File: src/rtl/frequency_adj_pkg.sv
// Shared defaults and step encoding for the front-panel frequency scale selector.
package frequency_adj_pkg;

  localparam int WIDTH           = 6;
  localparam int SCALE_INIT      = 0;
  localparam int SCALE_MIN       = 0;
  localparam int SCALE_MAX       = 63;
  localparam int SYNC_STAGES     = 2;
  localparam int DEBOUNCE_CYCLES = 4;

  typedef enum logic [1:0] {
    STEP_HOLD,
    STEP_UP,
    STEP_DOWN
  } step_e;

endpackage

File: src/rtl/button_conditioner.sv
// Synchronizes and debounces one asynchronous push-button.
// Produces a single-cycle pulse when the debounced level rises.
module button_conditioner #(
  parameter int SYNC_STAGES     = 2,
  parameter int DEBOUNCE_CYCLES = 4
) (
  input  logic clk,
  input  logic rst_n,
  input  logic btn,
  output logic rise
);

  localparam int CW = (DEBOUNCE_CYCLES > 1) ? $clog2(DEBOUNCE_CYCLES) : 1;
  localparam logic [CW-1:0] CNT_LAST = CW'(DEBOUNCE_CYCLES - 1);

  logic [SYNC_STAGES-1:0] sync;
  logic                   synced;
  logic                   d;
  logic                   d_next;
  logic [CW-1:0]          cnt;
  logic [CW-1:0]          cnt_next;

  assign synced = sync[SYNC_STAGES-1];

  always_ff @(posedge clk or negedge rst_n) begin
    if (!rst_n) begin
      sync <= '0;
      d    <= 1'b0;
      cnt  <= '0;
    end else begin
      sync <= {sync[SYNC_STAGES-2:0], btn};
      d    <= d_next;
      cnt  <= cnt_next;
    end
  end

  // Count runs only while the sample disagrees with d; any agreeing sample
  // restarts it. The pulse is taken from d_next so the scale register can
  // react on the same edge at which d rises.
  always_comb begin
    d_next   = d;
    cnt_next = '0;
    if (synced != d) begin
      if (cnt == CNT_LAST) begin
        d_next = synced;
      end else begin
        cnt_next = cnt + CW'(1);
      end
    end
  end

  assign rise = d_next & ~d;

endmodule

File: src/rtl/frequency_adj.sv
// Front-panel frequency scale selector: Plus/Minus buttons step a
// saturating unsigned Scale register.
module frequency_adj #(
  parameter int WIDTH           = frequency_adj_pkg::WIDTH,
  parameter int SCALE_INIT      = frequency_adj_pkg::SCALE_INIT,
  parameter int SCALE_MIN       = frequency_adj_pkg::SCALE_MIN,
  parameter int SCALE_MAX       = frequency_adj_pkg::SCALE_MAX,
  parameter int SYNC_STAGES     = frequency_adj_pkg::SYNC_STAGES,
  parameter int DEBOUNCE_CYCLES = frequency_adj_pkg::DEBOUNCE_CYCLES
) (
  input  logic             sysclk,
  input  logic             rst_n,
  input  logic             Plus,
  input  logic             Minus,
  output logic [WIDTH-1:0] Scale
);

  import frequency_adj_pkg::*;

  logic  plus_rise;
  logic  minus_rise;
  step_e step;

  button_conditioner #(
    .SYNC_STAGES    (SYNC_STAGES),
    .DEBOUNCE_CYCLES(DEBOUNCE_CYCLES)
  ) u_plus (
    .clk  (sysclk),
    .rst_n(rst_n),
    .btn  (Plus),
    .rise (plus_rise)
  );

  button_conditioner #(
    .SYNC_STAGES    (SYNC_STAGES),
    .DEBOUNCE_CYCLES(DEBOUNCE_CYCLES)
  ) u_minus (
    .clk  (sysclk),
    .rst_n(rst_n),
    .btn  (Minus),
    .rise (minus_rise)
  );

  // Simultaneous presses cancel out.
  always_comb begin
    step = STEP_HOLD;
    if (plus_rise && !minus_rise) begin
      step = STEP_UP;
    end else if (minus_rise && !plus_rise) begin
      step = STEP_DOWN;
    end
  end

  always_ff @(posedge sysclk or negedge rst_n) begin
    if (!rst_n) begin
      Scale <= WIDTH'(SCALE_INIT);
    end else begin
      case (step)
        STEP_UP:   if (Scale < WIDTH'(SCALE_MAX)) Scale <= Scale + WIDTH'(1);
        STEP_DOWN: if (Scale > WIDTH'(SCALE_MIN)) Scale <= Scale - WIDTH'(1);
        default:   ;
      endcase
    end
  end

endmodule

File: config.mk
export PLATFORM = sky130hd
export DESIGN_NAME = frequency_adj
export DESIGN_NICKNAME = d
export VERILOG_FILES = /design/src/rtl/frequency_adj_pkg.sv /design/src/rtl/button_conditioner.sv /design/src/rtl/frequency_adj.sv
export SDC_FILE = /design/constraint.sdc
export NUM_CORES = 1
export LEC_CHECK = 0
export BUFFER_PORTS_ARGS = -buffer_cell sky130_fd_sc_hd__clkbuf_2
export CAP_MARGIN = 20
export CORE_MARGIN = 2
export CORE_UTILIZATION = 46
export DETAILED_ROUTE_END_ITERATION = 10
export GPL_ROUTABILITY_DRIVEN = 0
export PLACE_DENSITY = 0.65
export SETUP_SLACK_MARGIN = 0.3
export SYNTH_ARGS = -nofsm -noshare
export SYNTH_HDL_FRONTEND = slang
export SYNTH_SLANG_ARGS = --single-unit
File: constraint.sdc
create_clock -name sysclk -period 3.15 [get_ports sysclk]
set_clock_uncertainty 0.2 [all_clocks]
set_input_delay 0.315 -clock sysclk [delete_from_list [all_inputs] [get_ports sysclk]]
set_output_delay 0.315 -clock sysclk [all_outputs]
set_load 0.05 [all_outputs]
==> summary.md, run 1 <==
| Metric | Value |
|---|---|
| Count of pins on the block boundary | 10 |
| Signal arrival time at the worst endpoint | 2.62 ns |
| Number of distinct library cell variants in the gate-level netlist after synthesis | 30 |
| Post-synthesis adder-cell area fraction | 8.32% |
| Insertion delay to the later sink of the worst-skew pair | 0.28 ns |
| ANT nets after route | 0 |
| Number of antenna violations at the first check in global routing | 0 |
| Overall die height | 48.3 µm |
| Via count of the first global-routing pass | 576 |
| Mux cell area share after synthesis | 2.77% |
| Max Fanout on Critical Path | 12 |
| Overall overflow remaining after global route | 0 |
| Layout cell share with drive strength beyond 1 | 20.0% |
| P per Cell Area | 818 mW/mm² |
| Maximum number of pins on one net before global-route repair | 17 |
| H-tree depth | 1 |
| Result of the run | complete, no violations |
| Number of iterations in the first detailed-routing pass | 2 |
| Category of the worst setup path launch point | register |
| Leakage power of the design | 0.485 nW |
| Fraction of the mapped netlist area in compound gates | 13.9% |
| Final critical-path share of the clock period | 84.0% |
| Final worst path period need | 2.65 ns |
| Area of the multi-input gates | 447 µm² |
| Flip-flop and latch count after synthesis | 16 |
| Max Freq | 0.378 GHz |
| Launch point of the critical path | u_plus.cnt[0] |
| Syn Area/Cell | 10.7 µm² |
| Destination of the critical timing path | Scale[1] |
| Reg2Reg Launch Point | u_plus.cnt[0] |
| DRC viols | 0 |
| Buffers from clock root to sink, at most | 2 |
| Data required, critical path | 3.12 ns |
| Simple-gate portion of the synthesized area | 16.5% |
| Total setup buffers inserted after CTS | 0 |
| Main combinational cell family by area after synthesis | simple AND/OR/NAND/NOR gates |
| Overall routed net length | 1490 µm |
| Post-Syn Nets | 94 |
| Die X | 48.3 µm |
| Post-placement worst setup slack | 0.458 ns |
| Worst slew margin relative to its limit | 58.3% |
| Endpoint of the worst register-to-register path | Scale[1] |
| Number of nets in the layout | 106 |
| Number of clock sinks seen by CTS | 16 |
| Post-route worst setup slack | 0.503 ns |
| IO buf count | 9 |
| TritonCTS clock tree | built |
| Critical Path Sink Type | register |
| Clock-pin slew reported for the worst setup and hold paths after clock tree synthesis | 0.09 ns |
| Setup_tns | 0 ns |
| Path type of the worst setup path | register to register |
| Hold Vio Cnt, Final | 0 |
| Per-cell via count in the routed design | 5.27 |
| Number of diodes added for antenna fixing | 0 |
| Clock root buffer | sky130_fd_sc_hd__clkbuf_4 |
| Layout overhead on the synthesized area | 12.5% |
| Number of placement rows | 16 |
| DR vias | 643 |
| Total of endpoints with negative setup slack in the final report | 0 |
| Proportion of synthesized chip area in sequential cells | 44.4% |
| WL per Instance | 12.2 µm |
| Wire length of the first global-routing pass | 2370 µm |
| Initial detailed-routing violation count | 10 |
| Overall die area | 0.00233 mm² |
| Effective utilization at floorplan | 47.4% |
| Minimum setup slack among reg-to-reg paths | 0.50 ns |
| Number of violations of the max-capacitance limit | 0 |
| Worst min-delay path category | register to register |
| Maximum VDD drop | 0.000395 V |
| Worst-case reg-to-reg path depth | 7 |
| DPL Wire Length | 1060 µm |
| Overall Global Routing Usage | 14.9% |
| Cell count after synthesis | 84 |
| Unrepaired setup endpoints after global routing | false |
| Filler cells | 186 |
| Synth Area in XOR/XNOR | 7.77% |
| Total clock buffers created by CTS | 3 |
| Post-synthesis instance area | 902 µm² |
| Warnings, synthesis | 0 |
| Count of pins over their slew limit | 0 |
| Register area | 400 µm² |
| Core outline area | 0.00190 mm² |
| Final Core Density | 53.4% |
| Slew at the pin closest to its max-slew limit | 0.620 ns |
[worst max-delay path, stage by stage (launching register included)]
cell and delay [ns]:
sky130_fd_sc_hd__dfrtp_1 0.39, sky130_fd_sc_hd__ha_1 0.23, sky130_fd_sc_hd__nand3_1 0.15, sky130_fd_sc_hd__ha_2 0.32, sky130_fd_sc_hd__or4b_4 0.51, sky130_fd_sc_hd__o41ai_4 0.37, sky130_fd_sc_hd__nor2_2 0.07, sky130_fd_sc_hd__mux2_4 0.31
[kinds of logic (layout without fill, tap and decap cells)]
group           count (synthesis)  in the layout
xor+xnor                        8              8
buf+inv                        11             22
fa+ha+maj                       6              6
compound gates                 15             15
flops                          16             16
simple gates                   26             26
mux                             2              2
[cells in the mapped netlist]
| cell | instances | area [µm²] |
|---|---|---|
| sky130_fd_sc_hd__a211o_1 | 2 | 17.5 |
| sky130_fd_sc_hd__a211oi_1 | 3 | 22.5 |
| sky130_fd_sc_hd__a21oi_1 | 1 | 5.00 |
| sky130_fd_sc_hd__a221o_1 | 1 | 10.0 |
| sky130_fd_sc_hd__and3b_1 | 1 | 8.76 |
| sky130_fd_sc_hd__buf_2 | 1 | 5.00 |
| sky130_fd_sc_hd__buf_4 | 2 | 15.0 |
| sky130_fd_sc_hd__buf_6 | 1 | 11.3 |
| sky130_fd_sc_hd__clkbuf_1 | 1 | 3.75 |
| sky130_fd_sc_hd__dfrtp_1 | 16 | 400 |
| sky130_fd_sc_hd__ha_1 | 6 | 75.1 |
| sky130_fd_sc_hd__inv_1 | 6 | 22.5 |
| sky130_fd_sc_hd__mux2_4 | 1 | 15.0 |
| sky130_fd_sc_hd__mux2i_1 | 1 | 10.0 |
| sky130_fd_sc_hd__nand2_1 | 4 | 15.0 |
| sky130_fd_sc_hd__nand3_1 | 5 | 25.0 |
| sky130_fd_sc_hd__nand4_1 | 1 | 6.26 |
| sky130_fd_sc_hd__nor2_1 | 1 | 3.75 |
| sky130_fd_sc_hd__nor2_2 | 1 | 6.26 |
| sky130_fd_sc_hd__nor2b_1 | 4 | 25.0 |
| sky130_fd_sc_hd__nor3_1 | 6 | 30.0 |
| sky130_fd_sc_hd__nor4_1 | 1 | 6.26 |
| sky130_fd_sc_hd__o21ai_0 | 5 | 25.0 |
| sky130_fd_sc_hd__o22ai_1 | 1 | 6.26 |
| sky130_fd_sc_hd__o41a_1 | 1 | 11.3 |
| sky130_fd_sc_hd__o41ai_4 | 1 | 27.5 |
| sky130_fd_sc_hd__or3b_2 | 1 | 8.76 |
| sky130_fd_sc_hd__or4b_4 | 1 | 13.8 |
| sky130_fd_sc_hd__xnor2_1 | 3 | 26.3 |
| sky130_fd_sc_hd__xor2_1 | 5 | 43.8 |
[power breakdown]
part	total (mW)	switching, mW	leakage (nW)	internal, mW
logic	0.334	0.205	0.262	0.129
registers	0.368	0.100	0.203	0.268
clock network	0.128	0.0578	0.0210	0.0703
[routing by layer]
| metal | up-vias | global-route usage, % | share of wire, % |
|---|---|---|---|
| met2 | 10 | 25.3 | 49 |
| met4 | 0 | 3.24 | 0.47 |
| met5 | - | 0 | 0 |
| met3 | 2 | 5.56 | 3.8 |
| met1 | 313 | 17.9 | 47 |
| li1 | 318 | - | - |
[cell type report]
type | count | area share (%)
clock buffers | 4 | 3.58
inverters | 6 | 2.22
multi-input cells | 57 | 44.0
flip-flops and latches | 16 | 39.5
well taps | 27 | 3.33
repair buffers | 12 | 7.40
[registers in the layout (all words and copies together) (netlist names)]
name	count
u_minus.cnt	2
u_minus.sync	2
u_minus.d	1
Scale	6
u_plus.cnt	2
u_plus.sync	2
u_plus.d	1
[worst min path at each step]
stage                               from             end  slack [ns]  cells after the start
after floorplan                    rst_n        Scale[0]       -0.18                      0
after global placement             rst_n        u_plus.d        0.05                      1
after detailed placement           rst_n   u_plus.cnt[0]        0.05                      1
after CTS                 u_plus.sync[0]  u_plus.sync[1]        0.17                      0
after global routing      u_plus.sync[0]  u_plus.sync[1]        0.19                      0
final                     u_plus.sync[0]  u_plus.sync[1]        0.17                      0
[timing repair]
action / 4_1_cts / 5_1_grt
resized for setup: 0 / 1
setup endpoints to repair: 0 / 1
endpoints found under the hold margin: 18 / 0
hold buffers: 3 / 0
[per-stage QoR]
step	hold slack [ns]	std cells	power (mW)	cell area (µm²)
final	0.165	122	0.830	1010
after detailed placement	0.0544	115	0.707	946
after global placement	0.0486	115	0.697	946
after CTS	0.167	122	0.842	1010
after floorplan	-0.181	84	0.649	902
after global routing	0.186	122	0.902	1010
[placed cells by master, fill, tap and decap left out, drive strengths merged]
cell and count:
mux2i 1, o21ai 5, o22ai 1, nor2 2
nand4 1, or4b 1, a221o 1, dfrtp 16
or3b 1, a211oi 3, nand2 4, ha 6
clkbuf 13, a21oi 1, inv 6, nor3 6
a211o 2, xnor2 3, mux2 1, xor2 5
dlygate4sd3 3, o41a 1, o41ai 1, nand3 5
nor4 1, and3b 1, nor2b 4
Note: power is estimated with default switching activity, not from simulation.
==> run 2, diff against run 1 <==
- clock period: 3.15 -> 2.6 ns (I/O delays scaled with it)
==> run 2 against run 1 <==
  * Critical path depth grew 2
  * Sequential cell count unchanged
  * Wire length increased by 24%
  * Largest cell class unchanged
  * Largest power group is now combinational cells
==> summary.md, run 2 (synthesized netlist as in run 1, its figures left out) <==
| Metric | Value |
|---|---|
| Signal arrival time at the worst endpoint | 2.44 ns (was 2.62 ns) |
| Insertion delay to the later sink of the worst-skew pair | 0.28 ns (about the same) |
| Commonest non-fill, non-tap cells in the layout | sky130_fd_sc_hd__dfrtp_1 (16), sky130_fd_sc_hd__clkbuf_2 (9), sky130_fd_sc_hd__buf_4 (9) (was sky130_fd_sc_hd__dfrtp_1 (16), sky130_fd_sc_hd__clkbuf_2 (9), sky130_fd_sc_hd__inv_1 (6), sky130_fd_sc_hd__nor3_1 (6)) |
| H-tree depth | 1 (unchanged) |
| Total of endpoints with negative setup slack in the final report | 0 (unchanged) |
| Die X | 48.3 µm (unchanged) |
| Count of pins on the block boundary | 10 (unchanged) |
| Flip-flop count of the largest register, all copies and words added | 6 (unchanged) |
| TritonCTS clock tree | built (unchanged) |
| Overall die height | 48.3 µm (unchanged) |
| Top sig layer | met4 (unchanged) |
| Slew at the pin closest to its max-slew limit | 0.793 ns (was 0.620 ns) |
| Met3 Routed Length | 85 µm (was 56 µm) |
| Final critical-path share of the clock period | 95.7% (was 84.0%) |
| Clock-pin slew reported for the worst setup and hold paths after clock tree synthesis | 0.08 ns (was 0.09 ns) |
| Sequential share of power | 42.2% (was 44.4%) |
| Overall routed net length | 1840 µm (was 1490 µm) |
| Switching share of total power | 44.2% (was 43.7%) |
| Max Freq | 0.402 GHz (was 0.378 GHz) |
| Result of the run | complete, no violations (unchanged) |
| IO buf count | 9 (unchanged) |
| Clock network fraction of total power | 14.2% (was 15.4%) |
| Number of nets in the layout | 115 (was 106) |
| Number of placement rows | 16 (unchanged) |
| DRC viols | 0 (unchanged) |
| WL per Instance | 14.0 µm (was 12.2 µm) |
| Most common library cell in the layout ignoring fill and taps | sky130_fd_sc_hd__dfrtp_1 (unchanged) |
| Category of the worst setup path launch point | register (unchanged) |
| P per Cell Area | 947 mW/mm² (was 818 mW/mm²) |
| Cell area after layout | 0.00116 mm² (was 0.00101 mm²) |
| Overall overflow remaining after global route | 0 (unchanged) |
| Internal Power | 0.612 mW (was 0.468 mW) |
| Combinational group share of total power | 43.6% (was 40.2%) |
| Overall die area | 0.00233 mm² (unchanged) |
| Total Power Consumption | 1.10 mW (was 0.830 mW) |
| Placed insts | 117 (was 115) |
| Switching power | 0.485 mW (was 0.363 mW) |
| Layout overhead on the synthesized area | 28.4% (was 12.5%) |
| Layout cell share with drive strength beyond 1 | 37.5% (was 20.0%) |
| Final worst path period need | 2.49 ns (was 2.65 ns) |
| Unrepaired setup endpoints after global routing | true (was false) |
| Register with the most flip-flops | Scale (unchanged) |
| Via count of the first global-routing pass | 579 (was 576) |
| Core outline area | 0.00190 mm² (unchanged) |
| DR vias | 701 (was 643) |
| Data required, critical path | 2.55 ns (was 3.12 ns) |
| Critical Path Sink Type | register (unchanged) |
| Worst min-delay path category | register to register (unchanged) |
| Overall Global Routing Usage | 15.5% (was 14.9%) |
| Worst slew margin relative to its limit | 46.7% (was 58.3%) |
| Clock root buffer | sky130_fd_sc_hd__clkbuf_4 (unchanged) |
| Number of iterations in the first detailed-routing pass | 5 (was 2) |
| Hold Vio Cnt, Final | 0 (unchanged) |
| Final standard cell count with taps included and fillers excluded | 131 (was 122) |
| Leakage power of the design | 0.524 nW (was 0.485 nW) |
| Length of routed met2 wiring | 926 µm (was 723 µm) |
| Number of clock sinks seen by CTS | 16 (unchanged) |
| Total clock buffers created by CTS | 3 (unchanged) |
| Effective utilization at floorplan | 47.4% (unchanged) |
| Maximum number of pins on one net before global-route repair | 17 (unchanged) |
| Setup_tns | 0 ns (unchanged) |
| ANT nets after route | 0 (unchanged) |
| Max Fanout on Critical Path | 4 (was 12) |
| Number of violations of the max-capacitance limit | 0 (unchanged) |
| Count of pins over their slew limit | 0 (unchanged) |
| Number of diodes added for antenna fixing | 0 (unchanged) |
| Maximum VDD drop | 0.000475 V (was 0.000395 V) |
| Per-cell via count in the routed design | 5.35 (was 5.27) |
| Met1 wire length | 796 µm (was 697 µm) |
| Area after DPL | 978 µm² (was 946 µm²) |
| Wire length of the first global-routing pass | 2430 µm (was 2370 µm) |
| Buffers from clock root to sink, at most | 2 (unchanged) |
| Path type of the worst setup path | register to register (unchanged) |
| DPL Wire Length | 1060 µm (about the same) |
| Number of antenna violations at the first check in global routing | 0 (unchanged) |
| Initial detailed-routing violation count | 12 (was 10) |
| Final Core Density | 60.9% (was 53.4%) |
-- run 2: final timing paths --
check	startpoint	endpoint	slack, ns	cells after the start
worst max-delay path	u_minus.cnt[1]	Scale[4]	0.11	9
worst min-delay path	u_minus.sync[0]	u_minus.sync[1]	0.16	0
worst max register to register	u_minus.cnt[1]	Scale[4]	0.11	9
min in group asynchronous	rst_n	u_plus.cnt[1]	0.22	2
worst min register to register	u_minus.sync[0]	u_minus.sync[1]	0.16	0
max in group asynchronous	rst_n	Scale[4]	1.70	2
-- run 2: power groups by stage --
| stage | Clock (mW) | Combinational, mW | Sequential [mW] |
|---|---|---|---|
| 2_1_floorplan | 0 | 0.282 | 0.513 |
| 3_3_place_gp | 0 | 0.407 | 0.450 |
| 3_5_place_dp | 0 | 0.413 | 0.452 |
| 4_1_cts | 0.162 | 0.419 | 0.447 |
| 5_1_grt | 0.183 | 0.534 | 0.476 |
| 6_report | 0.156 | 0.478 | 0.463 |
-- run 2: stage by stage --
step | hold WS [ns] | setup slack, ns
floorplan | -0.236 | 0.297
global placement | -0.00544 | 0.250
detailed placement | -0.000392 | 0.216
CTS | 0.169 | 0.209
global route | 0.175 | 0.0146
finish | 0.162 | 0.113
-- run 2: final cells by class --
type,instances,area (µm²)
Fill cell,164,743
Multi-Input combinational cell,57,523
Sequential cell,16,400
Timing Repair Buffer,21,143
Clock buffer,4,36.3
Tap cell,27,33.8
Inverter,6,22.5
-- run 2: layer usage --
layer	vias up	GRT usage [%]
li1	335	-
met2	22	23.4
met5	-	0
met4	0	4.86
met3	4	6.67
met1	340	20.0
-- run 2: worst max-delay path: stages (launching register included) --
cell and delay [ns]:
sky130_fd_sc_hd__dfrtp_1 0.38, sky130_fd_sc_hd__ha_4 0.16, sky130_fd_sc_hd__nand3_2 0.08, sky130_fd_sc_hd__inv_2 0.10
sky130_fd_sc_hd__ha_4 0.13, sky130_fd_sc_hd__or4b_4 0.48, sky130_fd_sc_hd__o41ai_4 0.40, sky130_fd_sc_hd__buf_4 0.20
sky130_fd_sc_hd__a211oi_2 0.04, sky130_fd_sc_hd__xor2_1 0.18
-- run 2: what timing repair did --
item                       4_1_cts  5_1_grt
setup endpoints to repair        4        5
hold endpoints to repair        18        0
buffers inserted                 0        7
hold buffers                     3        0
pin swaps                        0        8
gates resized for setup          0       10
==> run 3, diff against run 2 <==
- MAX_ROUTING_LAYER: unset -> met4
==> run 3 against run 2 <==
  * Register-to-register slack about the same
  * Cell area unchanged
  * Wire length unchanged
  * Clock power about the same
  * First-iteration DRC count unchanged
  * Combinational power about the same
  * Highest routed layer unchanged
==> summary.md, run 3 (synthesized netlist as in run 1, its figures left out) <==
| Metric | Value |
|---|---|
| Die X | 48.3 µm (unchanged) |
| Largest incremental delay on the critical path | 0.48 ns (about the same) |
| Maximum number of pins on one net before global-route repair | 17 (unchanged) |
| Cell occurring most often along the worst timing path | sky130_fd_sc_hd__ha_4 (unchanged) |
| Destination of the critical timing path | Scale[4] (unchanged) |
| Cell family with the largest share of critical-path delay | simple AND/OR/NAND/NOR gates (unchanged) |
| Final critical-path share of the clock period | 95.7% (about the same) |
| Maximum VDD drop | 0.000475 V (about the same) |
| Initial detailed-routing violation count | 12 (unchanged) |
| Number of violations of the max-capacitance limit | 0 (unchanged) |
| H-tree depth | 1 (unchanged) |
| Post-route worst setup slack | 0.111 ns (was 0.113 ns) |
| Effective utilization at floorplan | 47.4% (unchanged) |
| Overall die height | 48.3 µm (unchanged) |
| Number of placement rows | 16 (unchanged) |
| Leakage power of the design | 0.524 nW (unchanged) |
| Wire length of the first global-routing pass | 2430 µm (unchanged) |
| Number of nets in the layout | 115 (unchanged) |
| Result of the run | complete, no violations (unchanged) |
| Launch point of the critical path | u_minus.cnt[1] (unchanged) |
| Final Core Density | 60.9% (unchanged) |
| Critical Path Sink Type | register (unchanged) |
| Per-cell via count in the routed design | 5.32 (was 5.35) |
| WL per Instance | 14.0 µm (unchanged) |
| Reg2Reg Launch Point | u_minus.cnt[1] (unchanged) |
| Overall routed net length | 1840 µm (unchanged) |
| Endpoint of the worst register-to-register path | Scale[4] (unchanged) |
| P per Cell Area | 947 mW/mm² (about the same) |
| Filler cells | 164 (unchanged) |
| DR vias | 697 (was 701) |
| Number of antenna violations at the first check in global routing | 0 (unchanged) |
| Area of the multi-input gates | 523 µm² (unchanged) |
| Signal arrival time at the worst endpoint | 2.44 ns (about the same) |
| Count of pins over their slew limit | 0 (unchanged) |
| Path type of the worst setup path | register to register (unchanged) |
| Final worst path period need | 2.49 ns (about the same) |
| Overall die area | 0.00233 mm² (unchanged) |
| Data required, critical path | 2.55 ns (about the same) |
| Number of iterations in the first detailed-routing pass | 4 (was 5) |
| Insertion delay to the later sink of the worst-skew pair | 0.28 ns (about the same) |
| IO buf count | 9 (unchanged) |
| Critical Path, Cell by Cell | ha_4 > nand3_2 > inv_2 > ha_4 > or4b_4 > o41ai_4 > buf_4 > a211oi_2 > xor2_1 (unchanged) |
| Clock-pin slew reported for the worst setup and hold paths after clock tree synthesis | 0.08 ns (about the same) |
| Register with the most flip-flops | Scale (unchanged) |
| TritonCTS clock tree | built (unchanged) |
| Total clock buffers created by CTS | 3 (unchanged) |
| Layout cell share with drive strength beyond 1 | 37.5% (unchanged) |
| Core outline area | 0.00190 mm² (unchanged) |
| Buffers from clock root to sink, at most | 2 (unchanged) |
| Stages on worst setup path | 9 (unchanged) |
| Hold Vio Cnt, Final | 0 (unchanged) |
| Worst hold path cell count | 0 (unchanged) |
| Total Power Consumption | 1.10 mW (about the same) |
| Total of endpoints with negative setup slack in the final report | 0 (unchanged) |
| Worst-path cell with the longest stage delay | sky130_fd_sc_hd__or4b_4 (unchanged) |
| Unrepaired setup endpoints after global routing | true (unchanged) |
| Number of clock sinks seen by CTS | 16 (unchanged) |
| Most common library cell in the layout ignoring fill and taps | sky130_fd_sc_hd__dfrtp_1 (unchanged) |
| Number of diodes added for antenna fixing | 0 (unchanged) |
| Setup_tns | 0 ns (unchanged) |
| Placed insts | 117 (unchanged) |
| Overall Global Routing Usage | 16.0% (was 15.5%) |
| Worst min-delay path category | register to register (unchanged) |
| ANT nets after route | 0 (unchanged) |
| Via count of the first global-routing pass | 580 (was 579) |
| Count of pins on the block boundary | 10 (unchanged) |
| Max Freq | 0.402 GHz (about the same) |
| Flip-flop count of the largest register, all copies and words added | 6 (unchanged) |
| Commonest non-fill, non-tap cells in the layout | sky130_fd_sc_hd__dfrtp_1 (16), sky130_fd_sc_hd__clkbuf_2 (9), sky130_fd_sc_hd__buf_4 (9) (unchanged) |
| DPL Wire Length | 1060 µm (unchanged) |
| DRC viols | 0 (unchanged) |
| Category of the worst setup path launch point | register (unchanged) |
| Post-placement worst setup slack | 0.216 ns (unchanged) |
| Overall overflow remaining after global route | 0 (unchanged) |
| Slew at the pin closest to its max-slew limit | 0.807 ns (was 0.793 ns) |
| Final standard cell count with taps included and fillers excluded | 131 (unchanged) |
| Max Fanout on Critical Path | 4 (unchanged) |
| Register area | 400 µm² (unchanged) |
| Clock root buffer | sky130_fd_sc_hd__clkbuf_4 (unchanged) |
| Number of buffer and inverter instances along the worst setup path | 2 (unchanged) |
| Worst-case reg-to-reg path depth | 9 (unchanged) |
| Worst slew margin relative to its limit | 45.8% (was 46.7%) |
| Layout overhead on the synthesized area | 28.4% (unchanged) |
| Minimum setup slack among reg-to-reg paths | 0.11 ns (about the same) |
-- run 3: cell counts in the layout (fill, tap and decap cells not counted) --
No cell type changed its count.
-- run 3: worst min path at each step --
stage	from	to	slack [ns]
floorplan	rst_n	Scale[0]	-0.24
global placement	rst_n	u_plus.cnt[0]	-0.005
detailed placement	rst_n	u_plus.cnt[1]	-0.0004
CTS	u_minus.sync[0]	u_minus.sync[1]	0.17
global route	u_minus.sync[0]	u_minus.sync[1]	0.18
finish	u_minus.sync[0]	u_minus.sync[1]	0.16
-- run 3: stage by stage --
stage | hold slack (ns) | cell area (µm²)
2_1_floorplan | -0.236 | 920
3_3_place_gp | -0.00544 | 978
3_5_place_dp | -0.000392 | 978
4_1_cts | 0.169 | 1040
5_1_grt | 0.175 | 1160
6_report | 0.162 | 1160
-- run 3: layout make-up --
| class | count | area share (%) |
|---|---|---|
| clock buffers | 4 | 3.13 |
| inverters | 6 | 1.94 |
| multi-input cells | 57 | 45.1 |
| flip-flops and latches | 16 | 34.6 |
| well taps | 27 | 2.92 |
| repair buffers | 21 | 12.3 |
-- run 3: layer usage --
layer	global-route usage, %	vias to the layer above	wire length, µm
li1	-	335	-
met1	20.0	343	799
met2	23.4	17	947
met3	6.67	2	74
met4	4.86	0	12
met5	-	-	0
-- run 3: repair_timing --
action / 4_1_cts / 5_1_grt
endpoints found under the hold margin: 18 / 0
endpoints found under the setup margin: 4 / 5
pin swaps: 0 / 8
buffers inserted: 0 / 7
hold buffers: 3 / 0
gates resized for setup: 0 / 10
-- run 3: power by group --
part / leakage (nW) / total, mW / switching [mW] / internal [mW]
combinational: 0.300 / 0.478 / 0.276 / 0.201
clock: 0.0210 / 0.156 / 0.0708 / 0.0852
sequential: 0.203 / 0.464 / 0.139 / 0.325
total: 0.524 / 1.10 / 0.486 / 0.612
-- run 3: worst register-to-register path, delay by kind of cell, from the launching register on --
family | cells | cell delay, ns
buffers and inverters | 2 | 0.30
AO/OA/AOI/OAI | 2 | 0.44
adder cells (fa/ha/maj) | 2 | 0.30
AND/OR/NAND/NOR | 2 | 0.57
flip-flops | 1 | 0.38
XOR/XNOR | 1 | 0.18
